`config.mk`:
```
export PLATFORM = sky130hd
export DESIGN_NAME = vend_change_fsm
export DESIGN_NICKNAME = d
export VERILOG_FILES = /design/src/rtl/vend_pkg.sv /design/src/rtl/vend_hold_timer.sv /design/src/rtl/vend_change_fsm.sv
export SDC_FILE = /design/constraint.sdc
export NUM_CORES = 1
export LEC_CHECK = 0
export CAP_MARGIN = 20
export CORE_MARGIN = 1
export CORE_UTILIZATION = 40
export CTS_CLUSTER_SIZE = 20
export DETAILED_ROUTE_END_ITERATION = 6
export GPL_ROUTABILITY_DRIVEN = 1
export PLACE_DENSITY_LB_ADDON = 0.15
export SLEW_MARGIN = 20
export SYNTH_ARGS = -nofsm -noshare
export SYNTH_HDL_FRONTEND = slang
export SYNTH_SLANG_ARGS = --single-unit
```
`constraint.sdc`:
```
create_clock -name clk -period 2.9 [get_ports clk]
set_input_delay 0.435 -clock clk [delete_from_list [all_inputs] [get_ports clk]]
set_output_delay 0.435 -clock clk [all_outputs]
set_load 0.005 [all_outputs]
```
`src/rtl/vend_pkg.sv`:
```
// vend_pkg: shared coin/state types, coin values and widths for the
// vending machine change FSM (vend_change_fsm).
package vend_pkg;

  localparam int CREDIT_W = 5;
  localparam int CHANGE_W = 4;
  localparam int TIMER_W  = 8;

  localparam logic [CREDIT_W-1:0] COIN_VAL_1  = 5'd1;
  localparam logic [CREDIT_W-1:0] COIN_VAL_5  = 5'd5;
  localparam logic [CREDIT_W-1:0] COIN_VAL_10 = 5'd10;

  typedef enum logic [1:0] {
    COIN_1       = 2'b00,
    COIN_5       = 2'b01,
    COIN_10      = 2'b10,
    COIN_INVALID = 2'b11
  } coin_t;

  typedef enum logic [1:0] {
    S_IDLE,
    S_COLLECT,
    S_VEND,
    S_SHOW
  } state_t;

  function automatic logic [CREDIT_W-1:0] coin_value(input coin_t c);
    case (c)
      COIN_1:  return COIN_VAL_1;
      COIN_5:  return COIN_VAL_5;
      COIN_10: return COIN_VAL_10;
      default: return '0;
    endcase
  endfunction

endpackage

```
`src/rtl/vend_hold_timer.sv`:
```
// vend_hold_timer: loadable down-counter that raises done for the single
// cycle in which the count sits at one, i.e. the last cycle of the hold.
module vend_hold_timer #(
  parameter int WIDTH = 8
) (
  input  logic             clk,
  input  logic             reset,
  input  logic             load,
  input  logic [WIDTH-1:0] load_value,
  output logic             done
);

  logic [WIDTH-1:0] count;

  // Reload when the display phase begins, otherwise count down and park at zero
  always_ff @(posedge clk or posedge reset) begin
    if (reset) begin
      count <= '0;
    end else if (load) begin
      count <= load_value;
    end else if (count != '0) begin
      count <= count - WIDTH'(1);
    end
  end

  assign done = (count == WIDTH'(1));

endmodule

```
`src/rtl/vend_change_fsm.sv`:
```
// vend_change_fsm: coin collection, vend and change display controller.
// Optional feature: define VEND_CANCEL_EN to let a cancel pulse in COLLECT
// refund the accumulated credit; without it the cancel port is ignored.
module vend_change_fsm
  import vend_pkg::*;
#(
  parameter int PRICE       = 7,
  parameter int HOLD_CYCLES = 4
) (
  input  logic                clk,
  input  logic                reset,
  input  logic                coin_valid,
  input  logic [1:0]          coin_type,
  input  logic                cancel,
  output logic [CREDIT_W-1:0] credit,
  output logic                vend,
  output logic [CHANGE_W-1:0] change_code,
  output logic                change_valid,
  output logic                coin_reject,
  output logic                busy
);

  localparam logic [CREDIT_W-1:0] PRICE_V = CREDIT_W'(PRICE);
  localparam logic [TIMER_W-1:0]  HOLD_V  = TIMER_W'(HOLD_CYCLES);

  state_t                state;
  coin_t                 coin;
  logic [CREDIT_W-1:0]   sum;
  logic                  cancel_hit;
  logic                  timer_load;
  logic                  timer_done;

  assign coin = coin_t'(coin_type);
  assign sum  = credit + coin_value(coin);

`ifdef VEND_CANCEL_EN
  assign cancel_hit = cancel && (state == S_COLLECT);
`else
  logic unused_cancel;
  assign unused_cancel = cancel;
  assign cancel_hit    = 1'b0;
`endif

  assign timer_load = (state == S_VEND) || cancel_hit;

  vend_hold_timer #(
    .WIDTH(TIMER_W)
  ) u_hold_timer (
    .clk       (clk),
    .reset     (reset),
    .load      (timer_load),
    .load_value(HOLD_V),
    .done      (timer_done)
  );

  // Main controller: credit accumulation, vend/refund decisions and registered outputs
  always_ff @(posedge clk or posedge reset) begin
    if (reset) begin
      state        <= S_IDLE;
      credit       <= '0;
      vend         <= 1'b0;
      change_code  <= '0;
      change_valid <= 1'b0;
      coin_reject  <= 1'b0;
      busy         <= 1'b0;
    end else begin
      vend        <= 1'b0;
      coin_reject <= 1'b0;
      unique case (state)
        S_IDLE, S_COLLECT: begin
          if (cancel_hit) begin
            change_code  <= CHANGE_W'(credit);
            credit       <= '0;
            change_valid <= 1'b1;
            busy         <= 1'b1;
            coin_reject  <= coin_valid;
            state        <= S_SHOW;
          end else if (coin_valid) begin
            if (coin == COIN_INVALID) begin
              coin_reject <= 1'b1;
            end else if (sum < PRICE_V) begin
              credit <= sum;
              state  <= S_COLLECT;
            end else begin
              change_code  <= CHANGE_W'(sum - PRICE_V);
              credit       <= '0;
              vend         <= 1'b1;
              change_valid <= 1'b1;
              busy         <= 1'b1;
              state        <= S_VEND;
            end
          end
        end
        S_VEND: begin
          coin_reject <= coin_valid;
          state       <= S_SHOW;
        end
        S_SHOW: begin
          coin_reject <= coin_valid;
          if (timer_done) begin
            change_code  <= '0;
            change_valid <= 1'b0;
            busy         <= 1'b0;
            state        <= S_IDLE;
          end
        end
        default: state <= S_IDLE;
      endcase
    end
  end

endmodule

```
### Word level (Yosys, flattened, before mapping)

Cells that the tools add are included.

* $add $sub $neg: 3
* $lt $le $gt $ge: 1
* equal/unequal tests: 11
* multiplexer cells: 26
* bitwise logic cells: 1
* reductions and logical operators: 10

Operators with widths (count)
* $mux 4: 4
* $mux 8: 2
* $pmux 4 s3: 1
* $mux 1: 10
* $eq 2x2->1 const B: 4
* $eq 8x1->1 const B: 1
* $mux 2: 4
* $ne 2x2->1 const B: 4
* $pmux 4 s2: 1
* $reduce_bool 8->1: 1
* $sub 8x1->8 const B: 1
* $pmux 2 s3: 1
* $reduce_and 3->1: 2
* $add 5x4->5: 1
* $lt 5x3->1 const B: 1
* $mux 5: 1
* $reduce_and 5->1: 1
* $eq 2x1->1 const B: 2
* $logic_not 2->1: 2
* $pmux 1 s2: 2
* $reduce_bool 2->1: 2
* $reduce_or 2->1: 2
* $sub 4x3->4 const B: 1
* $not 1->1: 1

* bits in registers: 22
* bits of input ports: 6
* output and inout bits: 13

### Longest topological paths before layout

Gate-level depths: netlist (run 1).

* depth after elaboration: 8
* depth in mapped cells: 8
* gate-level depth less buffers: 7

### By module

Synthesis (run 1) repeated with hierarchy kept, for this count alone.

* cells, all modules: 128
* area total of the unflattened synthesis: 1281.2 sq um

Modules (own cells, without submodules)
* vend_change_fsm: instances 1, cells each 73, area an instance 778.2 sq um, sequential area each 350.3 sq um
* vend_hold_timer: instances 1, cells each 55, area an instance 503.0 sq um, sequential area each 200.2 sq um

### Worst setup path before layout (run 1)

No wires, ideal clock.

* kind: input port to flip-flop
* start: input port coin_type[1]
* end: register change_code[1]
* setup time: 0.140 ns
* data arrival time: 1.997 ns
* data required time: 2.760 ns
* path slack: 0.764 ns
* cell stages on the path: 8
* path buffers: 1
* cells stage by stage: inv_1 -> ha_1 -> fa_1 -> xor2_1 -> a311oi_1 -> o211a_1 -> buf_2 -> o22ai_1

* word-level cells in the longest chain between the ends: 8
* elaborated cells on any way between the ends: 15
* classes of those cells: 2 x add/sub; 1 x order compare; 5 x eq/ne; 5 x mux; 2 x reduce/logical

Ends and longest elaborated chain
* from (decl): line vend_change_fsm.sv:13 `input logic [1:0] coin_type,`
* $eq 2x2->1, or another cell as far along: line vend_pkg.sv:28 `case (c)`
* $pmux 4 s3: line vend_pkg.sv:28
* $add 5x4->5: line vend_change_fsm.sv:34 `assign sum = credit + coin_value(coin);`
* $sub 4x3->4: line vend_change_fsm.sv:85 `change_code <= CHANGE_W'(sum - PRICE_V);`
* $mux 4: line vend_change_fsm.sv:81 `end else if (sum < PRICE_V) begin`
* $mux 4: line vend_change_fsm.sv:79 `if (coin == COIN_INVALID) begin`
* $mux 4: line vend_change_fsm.sv:78 `end else if (coin_valid) begin`
* $pmux 4 s2: line vend_change_fsm.sv:69 `unique case (state)`
* to (signal assigned): line vend_change_fsm.sv:72 `change_code <= CHANGE_W'(credit);`
* to (signal assigned): line vend_change_fsm.sv:85
* to (decl): line vend_change_fsm.sv:17 `output logic [CHANGE_W-1:0] change_code,`

Parallel ways exist; a longest one is shown, timed or not. The select of a mux whose other input is x is not followed.
A chain may end at the register's enable or synchronous reset.

### Worst setup path in the final report (run 1)

* start: input port coin_type[1]
* end: register change_code[0]

Same word-level chain as after synthesis.

==> metrics, run 1 <==
most frequent cells in the layout=22 x dfrtp_1, 17 x clkdlybuf4s50_1, 10 x nor2_1; FILL cells=270; Tmin final=2450 ps; CP endpoint kind=register; drc violations=0; drt total wl=2430 um; P&R area growth vs syn=22.1%; VDD IR max=0.000348 V; clk slew on worst S/H paths=110 ps; vias in the first global route=951; Final setup violation count=0; total CTS buffers=3; GRT Total Usage=0.162; Slew headroom=0.453; Main synth FF type=dfrtp_1; Bufs and invs on worst path=3; I/O Pins=19; final worst-path cycle share=0.844; Slowest cell on crit path=clkdlybuf4s50_1; clk sink count=22; CP delay by family, top=buffers and inverters; first-pass GRT wire length=4180 um; final hold vios=0; Initial Util=0.440; crit path max fanout=7; FFs w/ async S/R, synth=1.00; Port-buffer cells=17; Syn. warnings=0; Die Span X=58.0 um; Hold Buf Count CTS=0; Layout Nets=163; footprint of the multi-input gates=666 sq um; Worst Tran Pin Value=820 ps; pin count of the biggest net entering global routing=23; Die Height=58.0 um; DP Cell Count=175; post-synthesis sequential area ratio=0.439; die area=3370 sq um; Seq. cell area=551 sq um; Post-Synthesis Mean Instance Area=10.1 sq um; syn_nets=138; Critical Path, Cell by Cell=clkdlybuf4s50_1 > inv_1 > ha_1 > fa_1 > xor2_1 > a311oi_1 > o211a_1 > buf_4 > o22ai_1; Clk Latency, worst-skew pair=300 ps; Synth cell types=42; type of origin of the critical path=primary input; Post-Syn Area=1250 sq um; Via density=5.45; deepest clock path buffer count=2; placer's final routability congestion estimate=0.795; max-cap violations=0; Core Util, Final=0.537; DRT iter0 DRCs=43; layout cell share with drive strength beyond 1=0.115; RSZ-0062 raised after global routing=false; CTS tree=built; WS Path Type=in -> reg; LEAKAGE=0.000694 uW; final std cells w/o fill=179; Post-synth EDFFs=0; Clock Skew=4.01 ps; slowest stage delay, CP=470 ps; post-CTS sizing=0; commonest non-fill, non-tap cell in the layout=dfrtp_1; wire per inst=13.6 um; Tightest Hold Check Type=reg -> reg; Root Driver=clkbuf_4; Synth Register Bits=22; Arr. time, crit path=2620 ps; Final Max Slew Viols=0; vias=976; Max Fclk=0.409 GHz; H-tree depth=1; power density over the cells=905 nW/um^2; postcts setup bufs=0; number of detailed-route iterations in the first pass=4; WP data required=3070 ps; initial antenna violation count=0; Antenna Nets Post-Route=0; DP HPWL=1850 um; # diodes=0; setup TNS=0 ps; row cnt=19; outcome=finished clean; total gr overflow=0; Gate Count Post-Synth=124; Core Footprint=2850 sq um
through the flow:
step | power [uW] | setup WS, ps | area, sq um | hold slack [ps]
after floorplan | 987 | 764 | 1250 | 424
after global placement | 1210 | 159 | 1500 | 493
after detailed placement | 1230 | 142 | 1500 | 503
after CTS | 1400 | 471 | 1530 | 530
after global routing | 1510 | 346 | 1530 | 570
final | 1390 | 453 | 1530 | 518
sequential cells by signal, summed over array words and instances, names as in the netlist:
signal,cells
credit,5
busy,1
state,2
change_code,4
coin_reject,1
u_hold_timer.count,8
vend,1
report_power, final:
part	switching [uW]	internal, uW	total (uW)
Sequential	118	426	545
Combinational	311	367	678
Clock	87.4	76.5	164
Total	517	869	1390
routing by layer:
layer	track usage	vias up	routed length [um]	share of wire
li1	-	494	-	-
met1	0.210	471	1140	0.47
met2	0.276	9	1210	0.50
met3	0.0223	2	58	0.024
met4	0.0612	0	17	0.0070
met5	0	-	0	0
final cells by class:
cell class / instances / share of cell area
inverters: 5 / 0.0122
well taps: 31 / 0.0253
repair buffers: 24 / 0.145
clock buffers: 4 / 0.0237
flip-flops and latches: 22 / 0.359
multi-input cells: 93 / 0.434
cells by family after synthesis:
family | count (synthesis) | share of synthesized area
adders and majority gates | 8 | 0.0857
DFF | 22 | 0.439
xor gates and xnor gates | 6 | 0.0419
buffers and inverters | 9 | 0.0309
and+or+nand+nor | 47 | 0.223
muxes | 1 | 0.00798
AOI/OAI and AO/OA | 31 | 0.171
cell usage after synthesis, types with 3 or more instances:
library cell  count  share of area
a21oi_1           9          0.036
and2_1            6          0.030
dfrtp_1          22           0.44
ha_1              7          0.070
inv_1             5          0.015
nand2_1           7          0.021
nor2_1           10          0.030
nor2b_1           6          0.030
o211a_1           3          0.024
o21ai_0           4          0.016
o22ai_1           3          0.015
o311ai_0          3          0.021
xnor2_1           5          0.035
worst register-to-register path, cell delays in order, from the launching register on:
cell,delay [ps]
dfrtp_1,420
ha_1,230
fa_1,450
xor2_1,200
a311oi_1,340
o211a_1,230
buf_4,150
o22ai_1,90
worst paths after layout:
path	start	end	slack [ps]	cells past startpoint
max in group asynchronous	reset	change_code[2]$_DFFE_PP0P_	1810	2
max	coin_type[1]	change_code[0]$_DFFE_PP0P_	450	9
max reg2reg	credit[0]$_DFFE_PP0P_	change_code[0]$_DFFE_PP0P_	670	7
min in group asynchronous	reset	u_hold_timer.count[7]$_DFFE_PP0P_	580	2
min	busy$_DFFE_PP0P_	busy$_DFFE_PP0P_	520	2
min reg2reg	busy$_DFFE_PP0P_	busy$_DFFE_PP0P_	520	2
No activity file was read; power rests on OpenSTA's default activity.
==> run 2, diff against run 1 <==
==> constraint.sdc (replaced) <==
create_clock -name clk -period 2.1 [get_ports clk]
set_input_delay 0.315 -clock clk [delete_from_list [all_inputs] [get_ports clk]]
set_output_delay 0.315 -clock clk [all_outputs]
set_load 0.005 [all_outputs]
==> run 2 against run 1 <==
  * Die area stayed put
  * Via count grew 9.9%
  * Power increased by 54%
  * Critical path type is now reg -> reg
  * Global-route usage is 2.2 points higher
==> metrics, run 2 (synthesized netlist as in run 1, its figures left out) <==
CTS tree=built; type of origin of the critical path=register; Slew headroom=0.620 (+0.167); pin count of the biggest net entering global routing=23 (unchanged); Core Footprint=2850 sq um (unchanged); Port-buffer cells=17 (unchanged); number of detailed-route iterations in the first pass=4 (unchanged); Arr. time, crit path=2240 ps (-380 ps); RSZ-0062 raised after global routing=false; LEAKAGE=0.000759 uW (+9.3%); final hold vios=0 (unchanged); commonest non-fill, non-tap cell in the layout=dfrtp_1; drt total wl=2790 um (+15%); DP Cell Count=182 (+4.0%); max-cap violations=0 (unchanged); Layout Nets=177 (+8.6%); Tightest Hold Check Type=in -> async; first-pass GRT wire length=4680 um (+12%); DRT iter0 DRCs=36 (-16%); deepest clock path buffer count=2 (unchanged); die area=3370 sq um (unchanged); layout cell share with drive strength beyond 1=0.253 (+0.138); # diodes=0 (unchanged); P&R area growth vs syn=35.4%; Initial Util=0.440 (unchanged); power density over the cells=1250 nW/um^2 (+39%); crit path max fanout=4 (-3); DP HPWL=1980 um (+7.0%); clk slew on worst S/H paths=120 ps (about the same); wire per inst=14.5 um (+6.7%); row cnt=19 (unchanged); GRT Total Usage=0.184 (+0.0221); total CTS buffers=3 (unchanged); Root Driver=clkbuf_4; WS Path Type=reg -> reg; final worst-path cycle share=0.964; Die Height=58.0 um (unchanged); outcome=finished clean; Final Max Slew Viols=0 (unchanged); vias=1073 (+9.9%); most frequent cells in the layout=22 x dfrtp_1, 20 x buf_4, 15 x clkdlybuf4s50_1; final instance area=1700 sq um (+11%); Final setup violation count=0 (unchanged); Hold Buf Count CTS=0 (unchanged); Antenna Nets Post-Route=0 (unchanged); Clk Latency, worst-skew pair=310 ps (about the same); Worst Tran Pin Value=569 ps (-251 ps); Most flops, register=u_hold_timer.count; setup TNS=0 ps (unchanged); final std cells w/o fill=193 (+7.8%); H-tree depth=1 (unchanged); CP endpoint kind=register; Core Util, Final=0.596 (+0.0583); setup slack, reg-to-reg=80 ps (-590 ps); placer's final routability congestion estimate=0.771 (-3.0%); Top Registers=u_hold_timer.count: 8 flops, credit: 5 flops, change_code: 4 flops; total gr overflow=0 (unchanged); vias in the first global route=1065 (+12%); Max Fclk=0.494 GHz; clk sink count=22 (unchanged); Die Span X=58.0 um (unchanged); WP data required=2310 ps (-760 ps); dpl cell area=1550 sq um (+3.5%); initial antenna violation count=0 (unchanged); Via density=5.56 (+2.0%); drc violations=0 (unchanged); I/O Pins=19 (unchanged); Tmin final=2020 ps; VDD IR max=0.000525 V (+51%); Clock Skew=3.30 ps (-0.703 ps); Largest register FFs=8 (unchanged)
-- run 2: layout make-up --
| class | count | area [sq um] |
|---|---|---|
| inverter | 5 | 18.8 |
| fill | 264 | 1150 |
| multi-input combinational | 94 | 737 |
| timing repair buffer | 37 | 318 |
| clock buffer | 4 | 36.3 |
| sequential | 22 | 551 |
| tap | 31 | 38.8 |
-- run 2: worst max-delay path, stage by stage (launching register included) --
cell	delay, ps
dfrtp_1	420
ha_2	190
fa_2	390
xor2_2	170
a311oi_2	290
buf_4	180
a21oi_2	70
o211a_1	220
-- run 2: final timing paths --
check / startpoint / to / cells past startpoint
worst max-delay path: credit[0]$_DFFE_PP0P_ / change_code[3]$_DFFE_PP0P_ / 7
worst max register to register: credit[0]$_DFFE_PP0P_ / change_code[3]$_DFFE_PP0P_ / 7
max in group asynchronous: reset / credit[2]$_DFFE_PP0P_ / 3
min in group clk: busy$_DFFE_PP0P_ / busy$_DFFE_PP0P_ / 2
worst min register to register: busy$_DFFE_PP0P_ / busy$_DFFE_PP0P_ / 2
worst min-delay path: reset / u_hold_timer.count[6]$_DFFE_PP0P_ / 3
-- run 2: per-stage QoR --
step | setup WS [ps] | power [uW] | hold slack [ps]
after floorplan | 17.7 | 1360 | 304
after global placement | -509 | 1750 | 496
after detailed placement | -587 | 1770 | 500
after CTS | 1.46 | 2100 | 327
after global routing | 13.2 | 2320 | 370
final | 75.4 | 2130 | 319
-- run 2: where the power goes --
part | internal (uW) | total, uW | switching [uW]
clock | 106 | 237 | 131
combinational | 649 | 1140 | 490
sequential | 589 | 753 | 165
-- run 2: per-layer routing --
layer | wire length, um | GRT usage | vias up
met5 | 0 | 0 | -
met4 | 48 | 0.0816 | 0
met3 | 93 | 0.0268 | 5
met2 | 1420 | 0.328 | 22
met1 | 1230 | 0.219 | 517
li1 | - | - | 529
-- run 2: repair_timing --
| action | CTS | global route |
|---|---|---|
| gates cloned | 1 | 0 |
| gates resized for setup | 13 | 4 |
| setup endpoints to repair | 11 | 11 |
| setup buffers | 4 | 2 |
| pin swaps | 5 | 5 |
==> run 3, diff against run 2 <==
--- a/config.mk
+++ b/config.mk
@@ -5,13 +5,16 @@
 export SDC_FILE = /design/constraint.sdc
 export NUM_CORES = 1
 export LEC_CHECK = 0
+export ABC_CLOCK_PERIOD_IN_PS = 2100
 export CAP_MARGIN = 20
 export CORE_MARGIN = 1
 export CORE_UTILIZATION = 40
 export CTS_CLUSTER_SIZE = 20
 export DETAILED_ROUTE_END_ITERATION = 6
 export GPL_ROUTABILITY_DRIVEN = 1
+export GPL_TIMING_DRIVEN = 0
 export PLACE_DENSITY_LB_ADDON = 0.15
+export REMOVE_ABC_BUFFERS = 1
 export SLEW_MARGIN = 20
 export SYNTH_ARGS = -nofsm -noshare
 export SYNTH_HDL_FRONTEND = slang
==> run 3 against run 2 <==
  * The flow now finishes with violations (setup timing)
  * Clock power is 18% lower
  * Worst setup slack got worse by 120 ps
  * Sequential share of layout area rose by 2.4 points
  * Critical path depth increased by 1
  * Sequential power is 0.7% lower
  * Via count down 5.1%
  * First-iteration DRC count decreased by 14%
  * Hold slack better by 140 ps
  * Non-clock buffer count fell by 17
  * Power decreased by 7.0%
  * Largest power group unchanged
==> metrics, run 3 (synthesized netlist as in run 1, its figures left out) <==
outcome=finished, violations left; failing checks=setup timing; Initial Util=0.440 (unchanged); H-tree depth=1 (unchanged); final hold vios=0 (unchanged); VDD IR max=0.000575 V (+9.5%); most frequent cells in the layout=22 x dfrtp_1, 15 x clkdlybuf4s50_1, 9 x nor2_1; Via density=5.82 (+4.6%); Core Footprint=2850 sq um (unchanged); CTS tree=built; drc violations=0 (unchanged); RSZ-0062 raised after global routing=true; first-pass GRT wire length=4790 um (+2.4%); power density over the cells=1250 nW/um^2 (-0.12%); Largest register FFs=8 (unchanged); row cnt=19 (unchanged); Top Registers=u_hold_timer.count: 8 flops, credit: 5 flops, change_code: 4 flops; LEAKAGE=0.000680 uW (-10%); setup TNS=-162 ps (-162 ps); number of detailed-route iterations in the first pass=4 (unchanged); setup slack, reg-to-reg=-40 ps (-120 ps); layout cell share with drive strength beyond 1=0.174 (-0.0795); Slew headroom=0.441 (-0.178); clk slew on worst S/H paths=120 ps (about the same); Final Max Slew Viols=0 (unchanged); Port-buffer cells=17 (unchanged); Most flops, register=u_hold_timer.count; Die Span X=58.0 um (unchanged); clk sink count=22 (unchanged); commonest non-fill, non-tap cell in the layout=dfrtp_1; max-cap violations=0 (unchanged); Worst R2R Path Depth=6 (-1); Clk Latency, worst-skew pair=300 ps (about the same); total gr overflow=0 (unchanged); I/O Pins=19 (unchanged); pin count of the biggest net entering global routing=23 (unchanged); GRT Total Usage=0.185 (+0.00134); Layout Nets=160 (-9.6%); Final WS setup=-46.5 ps (-122 ps); FILL cells=269 (+1.9%); Max Fclk=0.466 GHz (-5.7%); dpl cell area=1440 sq um (-6.8%); Die Height=58.0 um (unchanged); type of origin of the critical path=primary input; Hold Buf Count CTS=0 (unchanged); CP endpoint kind=register; WP data required=2350 ps (+40 ps); placer's final routability congestion estimate=0.811 (+5.1%); die area=3370 sq um (unchanged); initial antenna violation count=0 (unchanged); worst r2r src=credit[0]$_DFFE_PP0P_; wire per inst=15.8 um (+9.4%); Root Driver=clkbuf_4; WS Path Type=in -> reg; Clock Skew=1.88 ps (-1.43 ps); DRT iter0 DRCs=31 (-14%); Arr. time, crit path=2400 ps (+160 ps); Tightest Hold Check Type=in -> async; FF-to-FF End=state[0]$_DFFE_PP0P_; P&R area growth vs syn=26.1%; Antenna Nets Post-Route=0 (unchanged); DP HPWL=1890 um (-4.4%); vias in the first global route=1061 (-0.38%); final instance area=1580 sq um (-6.8%); pre-CTS setup slack=-749 ps (-162 ps); # diodes=0 (unchanged); deepest clock path buffer count=2 (unchanged); Worst Tran Pin Value=837 ps (+268 ps); vias=1018 (-5.1%); drt total wl=2770 um (-0.79%); total CTS buffers=3 (unchanged); Tmin final=2150 ps (+122 ps); crit path max fanout=5 (+1); Final setup violation count=5 (+5); final worst-path cycle share=1.02 (+0.0580)
==> run 3: cell count changes in the layout (fill, tap and decap cells not counted), sizes merged <==
cell,before,now
buf,20,3
clkbuf,4,3
==> run 3: layout make-up <==
class | instances | area (sq um) | area share
Multi-Input combinational cell | 94 | 762 | 0.481
Sequential cell | 22 | 551 | 0.348
Timing Repair Buffer | 20 | 190 | 0.120
Tap cell | 31 | 38.8 | 0.0245
Clock buffer | 3 | 22.5 | 0.0142
Inverter | 5 | 18.8 | 0.0119
==> run 3: per-stage QoR <==
stage,std cells,power (uW),hold WS (ps),util
floorplan,120,1340,304,-
global placement,168,1630,487,0.506
detailed placement,168,1670,513,0.506
CTS,174,1940,503,0.537
global route,175,2150,535,0.555
finish,175,1980,463,0.555
==> run 3: metal layers <==
metal  up-vias  track usage  wire [um]
met1       508        0.233       1220
met3         4       0.0246         56
met2        11        0.322       1450
met4         0       0.0748         43
met5         -            0          0
li1        495            -          -
==> run 3: critical path: stages <==
cell           delay [ps]
dlygate4sd2_1         280
inv_1                 120
ha_2                  210
fa_2                  430
a21oi_2               230
mux2i_4               340
o211a_1               300
o211a_1               170
==> run 3: timing repair <==
| action | in CTS | in global routing |
|---|---|---|
| cloned | 1 | 0 |
| endpoints found under the setup margin | 11 | 11 |
| pin swaps | 4 | 5 |
| gates resized for setup | 13 | 8 |
| setup buffers | 2 | 1 |
==> run 3: power breakdown <==
part	leakage (uW)	total, uW	internal, uW	switching [uW]
sequential	0.000276	748	588	160
clock	0.0000138	194	66.9	127
combinational	0.000390	1040	549	490
total	0.000680	1980	1200	776
==> run 3: worst max-delay path by stage <==
stage | startpoint | endpoint | cells after the start
CTS | credit[0]$_DFFE_PP0P_ | change_code[1]$_DFFE_PP0P_ | 6
finish | coin_type[1] | state[0]$_DFFE_PP0P_ | 8
floorplan | credit[0]$_DFFE_PP0P_ | change_code[1]$_DFFE_PP0P_ | 6
detailed placement | coin_type[1] | change_code[1]$_DFFE_PP0P_ | 8
global route | credit[0]$_DFFE_PP0P_ | state[0]$_DFFE_PP0P_ | 6
global placement | coin_type[1] | change_code[1]$_DFFE_PP0P_ | 8
